## src/rtl/adder44_rr_arbiter.sv

```systemverilog
// Two-requester round-robin front end that shares one 44-bit + 13-bit adder.
// Results are registered in a single output slot with valid/ready handshaking.

module adder44_zext (
  input  logic [43:0] a,
  input  logic [12:0] b,
  output logic [44:0] sum
);
  assign sum = {1'b0, a} + {32'b0, b};
endmodule

module adder44_rr_arbiter (
  input  logic        clk,
  input  logic        rst_n,
  input  logic        req0_valid,
  output logic        req0_ready,
  input  logic [43:0] req0_a,
  input  logic [12:0] req0_b,
  input  logic        req1_valid,
  output logic        req1_ready,
  input  logic [43:0] req1_a,
  input  logic [12:0] req1_b,
  output logic        res_valid,
  input  logic        res_ready,
  output logic [44:0] res_sum,
  output logic        res_id
);

  logic        last_grant;
  logic        slot_free;
  logic        grant;
  logic        xfer;
  logic [43:0] op_a;
  logic [12:0] op_b;
  logic [44:0] sum;

  // Readies are built only from the valids, the slot state and last_grant,
  // so neither port's ready can loop through the other's.
  always_comb begin
    slot_free = !res_valid || res_ready;
    if (req0_valid && req1_valid) begin
      grant = ~last_grant;
    end else begin
      grant = req1_valid;
    end
    req0_ready = rst_n && slot_free && req0_valid && !grant;
    req1_ready = rst_n && slot_free && req1_valid &&  grant;
    xfer       = req0_ready || req1_ready;
    op_a       = grant ? req1_a : req0_a;
    op_b       = grant ? req1_b : req0_b;
  end

  adder44_zext u_adder (
    .a   (op_a),
    .b   (op_b),
    .sum (sum)
  );

  always_ff @(posedge clk or negedge rst_n) begin
    if (!rst_n) begin
      res_valid  <= 1'b0;
      res_sum    <= '0;
      res_id     <= 1'b0;
      last_grant <= 1'b1;
    end else if (xfer) begin
      res_valid  <= 1'b1;
      res_sum    <= sum;
      res_id     <= grant;
      last_grant <= grant;
    end else if (res_ready) begin
      res_valid  <= 1'b0;
    end
  end

endmodule

```

## config.mk

```make
export PLATFORM = sky130hd
export DESIGN_NAME = adder44_rr_arbiter
export DESIGN_NICKNAME = d
export VERILOG_FILES = /design/src/rtl/adder44_rr_arbiter.sv
export SDC_FILE = /design/constraint.sdc
export NUM_CORES = 1
export LEC_CHECK = 0
export CAP_MARGIN = 10
export CORE_ASPECT_RATIO = 1.75
export CORE_MARGIN = 5
export CORE_UTILIZATION = 45
export DETAILED_ROUTE_END_ITERATION = 10
export PLACE_DENSITY_LB_ADDON = 0.25
export REMOVE_ABC_BUFFERS = 1
export SETUP_SLACK_MARGIN = 0.3
export SLEW_MARGIN = 20
export SYNTH_ARGS = -nofsm -noshare
export SYNTH_HDL_FRONTEND = slang
export SYNTH_SLANG_ARGS = --single-unit
```

## constraint.sdc

```tcl
create_clock -name clk -period 5.4 [get_ports clk]
set_clock_uncertainty 0.15 [all_clocks]
set_input_delay 1.62 -clock clk [delete_from_list [all_inputs] [get_ports clk]]
set_output_delay 1.62 -clock clk [all_outputs]
set_load 0.02 [all_outputs]
```

==> flow_summary.yaml, run 1 <==
synth:
  synthCells: 548
  synth_area_per_cell_um2: 7.74
  synth_area_um2: 4240
  synth_edf_count: 0
  async_reset_ff_frac: 1.00
  ys_types: 60
  seq_area_frac_synth: 0.283
  ys.warnings.count: 0
  ys_seq_elements: 48
  synth_ff_type: "dfrtp_1"
clock_tree:
  cts_hold_buf: 0
  root_buffer: "clkbuf_16"
  cts_max_path_buffers: 2
  cts_made_buffers: 5
  cts-htree-levels: 2
  path_clk_slew_ns: 0.07
  cts_tree: "built"
  clock_sinks: 48
  insertion_delay_ns: 0.29
power_and_ir_drop:
  ir_drop_uv: 199
  p_per_area_nw_per_um2: 277
  p_leak_nw: 2.69
global_route:
  top_usage_layer: "met2"
  grt_pass1_vias: 4898
  met2_usage: 0.491
  grt_max_degree: 49
  gr-total-overflow: 0
  globalRouteMet3Util: 0.0411
  antenna_found_initial: 0
  use_met1: 0.263
  grt_pass1_wl_mm: 23.9
  grtUsageTotal: 0.253
worst_setup_path:
  crit_arrival_ns: 3.20
  crit_fanout: 4
  cp.required_ns: 3.63
  crit_type: "in -> out"
  worst_setup_path_start_kind: "input port"
  reg2regPathDepth: 13
  cp-end-kind: "output port"
timing:
  slew_headroom: 0.563
  worst_pin_slew_ns: 0.656
  setup_slack_ns: 0.427
  hold_viol: 0
  period_needed_ns: 4.97
  clock.fmax_ghz: 0.201
  fin_crit_sh: 0.921
  maxSlewViolCount: 0
  rsz0062_at_grt: "no"
  setup_violations: 0
die:
  coreArea_um2: 9350
  dieArea_um2: 11500
  ios: 168
  die_h_um: 138
  num_rows: 47
  initial_core_util: 0.454
  die_x_um: 83.4
place:
  dp_cells: 827
  place_ws_ns: 0.110
  gp_congestion: 0.925
  dp_hpwl_mm: 11.6
  place.port_buffers: 167
layout:
  insertedDiodeCount: 0
  num-fill-cells: 791
  seqCellArea_um2: 1200
  final_common_cell: "clkdlybuf4s50_1"
  utilization: 0.673
  area_delta_synth_final_pct: 48.3
  multiInputGateArea_um2: 2930
  drive_above_1_share: 0.0769
  final_cell_mix: "166 x clkdlybuf4s50_1, 155 x nand2_1, 47 x dfrtp_1, 33 x o21ai_0, 26 x nor2_1"
  layout.cells.non_filler: 837
  finalNetCount: 847
hold_path:
  hold_path.class: "reg -> reg"
  whs_path_depth: 2
drt:
  drc: 0
  vias_per_cell: 5.59
  totalWireLength_mm: 14.6
  dr.pass1.iters: 5
  wl_per_cell_um: 17.5
  ant_nets: 0
  drt-initial-drc-count: 237
  vias: 4677
run:
  cap_violations: 0
status:
  outcome: "finished clean"
[Yosys cell counts (3+ instances only)]
cell type	instances	share of area
nor2_1	27	0.024
mux2i_1	24	0.057
a211oi_1	7	0.012
nand2_1	155	0.14
o21ai_1	14	0.017
and4_1	3	0.0062
o211ai_1	4	0.0071
a21boi_0	4	0.0071
o21ai_0	33	0.039
a2111oi_4	3	0.019
dfrtp_1	47	0.28
nand4_1	13	0.019
o22ai_1	3	0.0044
nor3_1	10	0.012
and2_1	5	0.0074
xor2_1	25	0.052
a31oi_1	5	0.0074
ha_1	13	0.038
xnor2_1	8	0.017
buf_2	13	0.015
a21oi_1	25	0.029
inv_1	9	0.0080
mux2_2	5	0.013
and3_1	11	0.016
nor4_1	6	0.0089
clkbuf_1	12	0.011
a21o_1	3	0.0053
o31ai_1	6	0.011
nand3_1	15	0.018
[per-stage QoR]
step / hold WS, ns / area, um^2 / TNS (ns) / total power, mW
after floorplan: 0.368 / 4130 / -26.01 / 0.990
after global placement: 0.312 / 6100 / 0 / 1.39
after detailed placement: 0.319 / 6100 / 0 / 1.41
after CTS: 0.334 / 6260 / 0 / 1.74
after global routing: 0.351 / 6290 / 0 / 1.85
final: 0.331 / 6290 / 0 / 1.74
[layout make-up]
cell class | instances | share of cell area
tap | 122 | 0.0243
clock inverter | 1 | 0.00119
inverter | 9 | 0.00537
clock buffer | 7 | 0.0227
sequential | 48 | 0.191
timing repair buffer | 185 | 0.289
multi-input combinational | 465 | 0.466
[critical path, stage by stage]
cell and delay (ns):
clkdlybuf4s50_1 0.57, a21boi_4 0.22, and3_1 0.19, clkdlybuf4s50_1 0.61
[layer usage]
layer,up-vias,wire length (um)
met1,2164,5280
met4,0,472
met2,188,8110
met3,35,766
li1,2290,-
met5,-,0
[where the power goes]
part | switching [mW] | leakage, nW | internal (mW) | total (mW)
Sequential | 0.0527 | 0.590 | 0.452 | 0.505
Combinational | 0.484 | 2.03 | 0.422 | 0.906
Clock | 0.145 | 0.0701 | 0.185 | 0.330
Total | 0.682 | 2.69 | 1.06 | 1.74
[registers in the layout (all words and copies together), names as in the netlist]
signal / cells
last_grant: 1
res_id: 1
res_sum: 45
res_valid: 1
[kinds of logic after synthesis]
group | synth area share
xor+xnor | 0.0681
buf+inv | 0.0348
simple gates | 0.281
fa+ha+maj | 0.0431
mux | 0.0699
flops | 0.283
compound gates | 0.219
[worst paths after layout]
kind | startpoint | end | slack (ns)
worst max-delay path | req1_valid | req1_ready | 0.43
worst min-delay path | res_sum[10] | res_sum[10] | 0.33
worst max register to register | last_grant | res_sum[40] | 1.81
worst min register to register | res_sum[10] | res_sum[10] | 0.33
max in group asynchronous | rst_n | res_sum[39] | 3.35
min in group asynchronous | rst_n | res_valid | 1.31
[what timing repair did]
item                                    4_1_cts  5_1_grt
endpoints found under the setup margin        1       13
buffers inserted                              2        0
pin swaps                                     0        1
gates resized for setup                       0        6
(Power assumes the default switching activity.)
==> run 2: changes to the inputs <==
--- a/config.mk
+++ b/config.mk
@@ -11,6 +11,7 @@
 export CORE_UTILIZATION = 45
 export DETAILED_ROUTE_END_ITERATION = 10
 export PLACE_DENSITY_LB_ADDON = 0.25
+export RECOVER_POWER = 100
 export REMOVE_ABC_BUFFERS = 1
 export SETUP_SLACK_MARGIN = 0.3
 export SLEW_MARGIN = 20
==> flow_summary.yaml, run 2 (synthesis results as in run 1) <==
status:
  outcome: "complete, but fails checks"
  violations: "capacitance limit, slew limit"
clock_tree:
  root_buffer: "clkbuf_16"
  cts_max_path_buffers: 2
  cts_made_buffers: 5
  insertion_delay_ns: 0.29
  path_clk_slew_ns: 0.07
  cts_tree: "built"
  clock_sinks: 48
  cts-htree-levels: 2
worst_setup_path:
  worst_setup_path_start_kind: "input port"
  crit_arrival_ns: 3.35
  critPathMaxStageDelay_ns: 0.68
  worstPathCellList: "dlygate4sd3_1, buf_4, a21boi_4, and3_1, dlygate4sd3_1"
  crit_top_cell: "dlygate4sd3_1"
  crit_fanout: 4
  cp_slowest_cell: "dlygate4sd3_1"
  crit_type: "in -> out"
  cp-end-kind: "output port"
  cp.required_ns: 3.63
place:
  dp_hpwl_mm: 11.6
  dp_cells: 827
  gp_congestion: 0.925
  place.port_buffers: 167
layout:
  final_cell_mix: "155 x nand2_1, 116 x clkdlybuf4s50_1, 50 x dlygate4sd3_1, 47 x dfrtp_1, 39 x o21ai_0"
  layout.cells.non_filler: 837
  regMostFlops: "res_sum"
  utilization: 0.668
  finalNetCount: 847
  insertedDiodeCount: 0
  largest_reg_flops: 45
  area_delta_synth_final_pct: 47.2
  drive_above_1_share: 0.0671
  final_common_cell: "nand2_1"
drt:
  ant_nets: 0
  dr.pass1.iters: 5
  wl_per_cell_um: 17.5
  vias_per_cell: 5.62
  vias: 4701
  drc: 0
  totalWireLength_mm: 14.7
  drt-initial-drc-count: 226
power_and_ir_drop:
  p_leak_nw: 2.74
  ir_drop_uv: 197
  p_per_area_nw_per_um2: 272
timing:
  worst_pin_slew_ns: 2.77
  rsz0062_at_grt: "no"
  hold_viol: 0
  slew_headroom: -0.848
  tns_ns: 0
  maxSlewViolCount: 68
  clock.fmax_ghz: 0.195
  period_needed_ns: 5.12
  hold_slack_ns: 0.327
  setup_violations: 0
  fin_crit_sh: 0.948
global_route:
  grt_max_degree: 49
  antenna_found_initial: 0
  grt_pass1_vias: 4898
  grt_pass1_wl_mm: 23.9
  gr-total-overflow: 0
  grtUsageTotal: 0.253
run:
  cap_violations: 2
die:
  die_h_um: 138
  num_rows: 47
  coreArea_um2: 9350
  dieArea_um2: 11500
  initial_core_util: 0.454
  die_x_um: 83.4
  ios: 168
hold_path:
  hold_path.class: "reg -> reg"
[run 2: cell count changes in the layout (fill, tap and decap cells not counted), sizes merged]
cell,delta
clkbuf,+3
dlygate4sd3,+50
buf,-3
clkdlybuf4s50,-50
[run 2: report_power, final]
part | leakage [nW] | internal (mW) | switching [mW]
clock network | 0.0701 | 0.185 | 0.146
registers | 0.590 | 0.452 | 0.0480
logic | 2.08 | 0.385 | 0.481
[run 2: final timing paths]
check | slack [ns] | to | from | depth (start not counted)
setup / recovery | 0.28 | req1_ready | req0_valid | 5
hold / removal | 0.33 | res_sum[10] | res_sum[10] | 2
setup reg to reg | 1.79 | res_sum[40] | last_grant | 13
hold reg to reg | 0.33 | res_sum[10] | res_sum[10] | 2
max in group asynchronous | 1.33 | res_sum[39] | rst_n | 2
min in group asynchronous | 2.20 | res_valid | rst_n | 2
[run 2: per-stage QoR]
stage | total power [mW] | instance area [um^2] | worst slack [ns]
2_1_floorplan | 0.990 | 4130 | -0.894
3_3_place_gp | 1.39 | 6100 | 0.170
3_5_place_dp | 1.41 | 6100 | 0.110
4_1_cts | 1.74 | 6260 | 0.387
5_1_grt | 1.81 | 6240 | 0.153
6_report | 1.70 | 6240 | 0.279
[run 2: repair_timing]
item	in CTS	in global routing
setup buffers	2	0
hold buffers	0	0
pin swaps	0	1
gates resized for setup	0	6
setup endpoints to repair	1	13
[run 2: cell type report]
cell class              count  area [um^2]
fillers                   802         3110
multi-input cells         465         2890
repair buffers            185         1810
flip-flops and latches     48         1200
well taps                 122          153
clock buffers               7          143
inverters                   9         33.8
clock inverters             1         7.51
[run 2: critical path, delay by kind of cell]
| family | cells | cell delay (ns) |
|---|---|---|
| buffers and inverters | 3 | 1.42 |
| and+or+nand+nor | 1 | 0.19 |
| AOI/OAI and AO/OA | 1 | 0.13 |
[run 2: per-layer routing]
| layer | up-vias | wire (um) | GRT usage |
|---|---|---|---|
| li1 | 2293 | - | - |
| met1 | 2178 | 5320 | 0.263 |
| met2 | 195 | 8090 | 0.491 |
| met3 | 35 | 763 | 0.0411 |
| met4 | 0 | 484 | 0.102 |
| met5 | - | 0 | 0 |
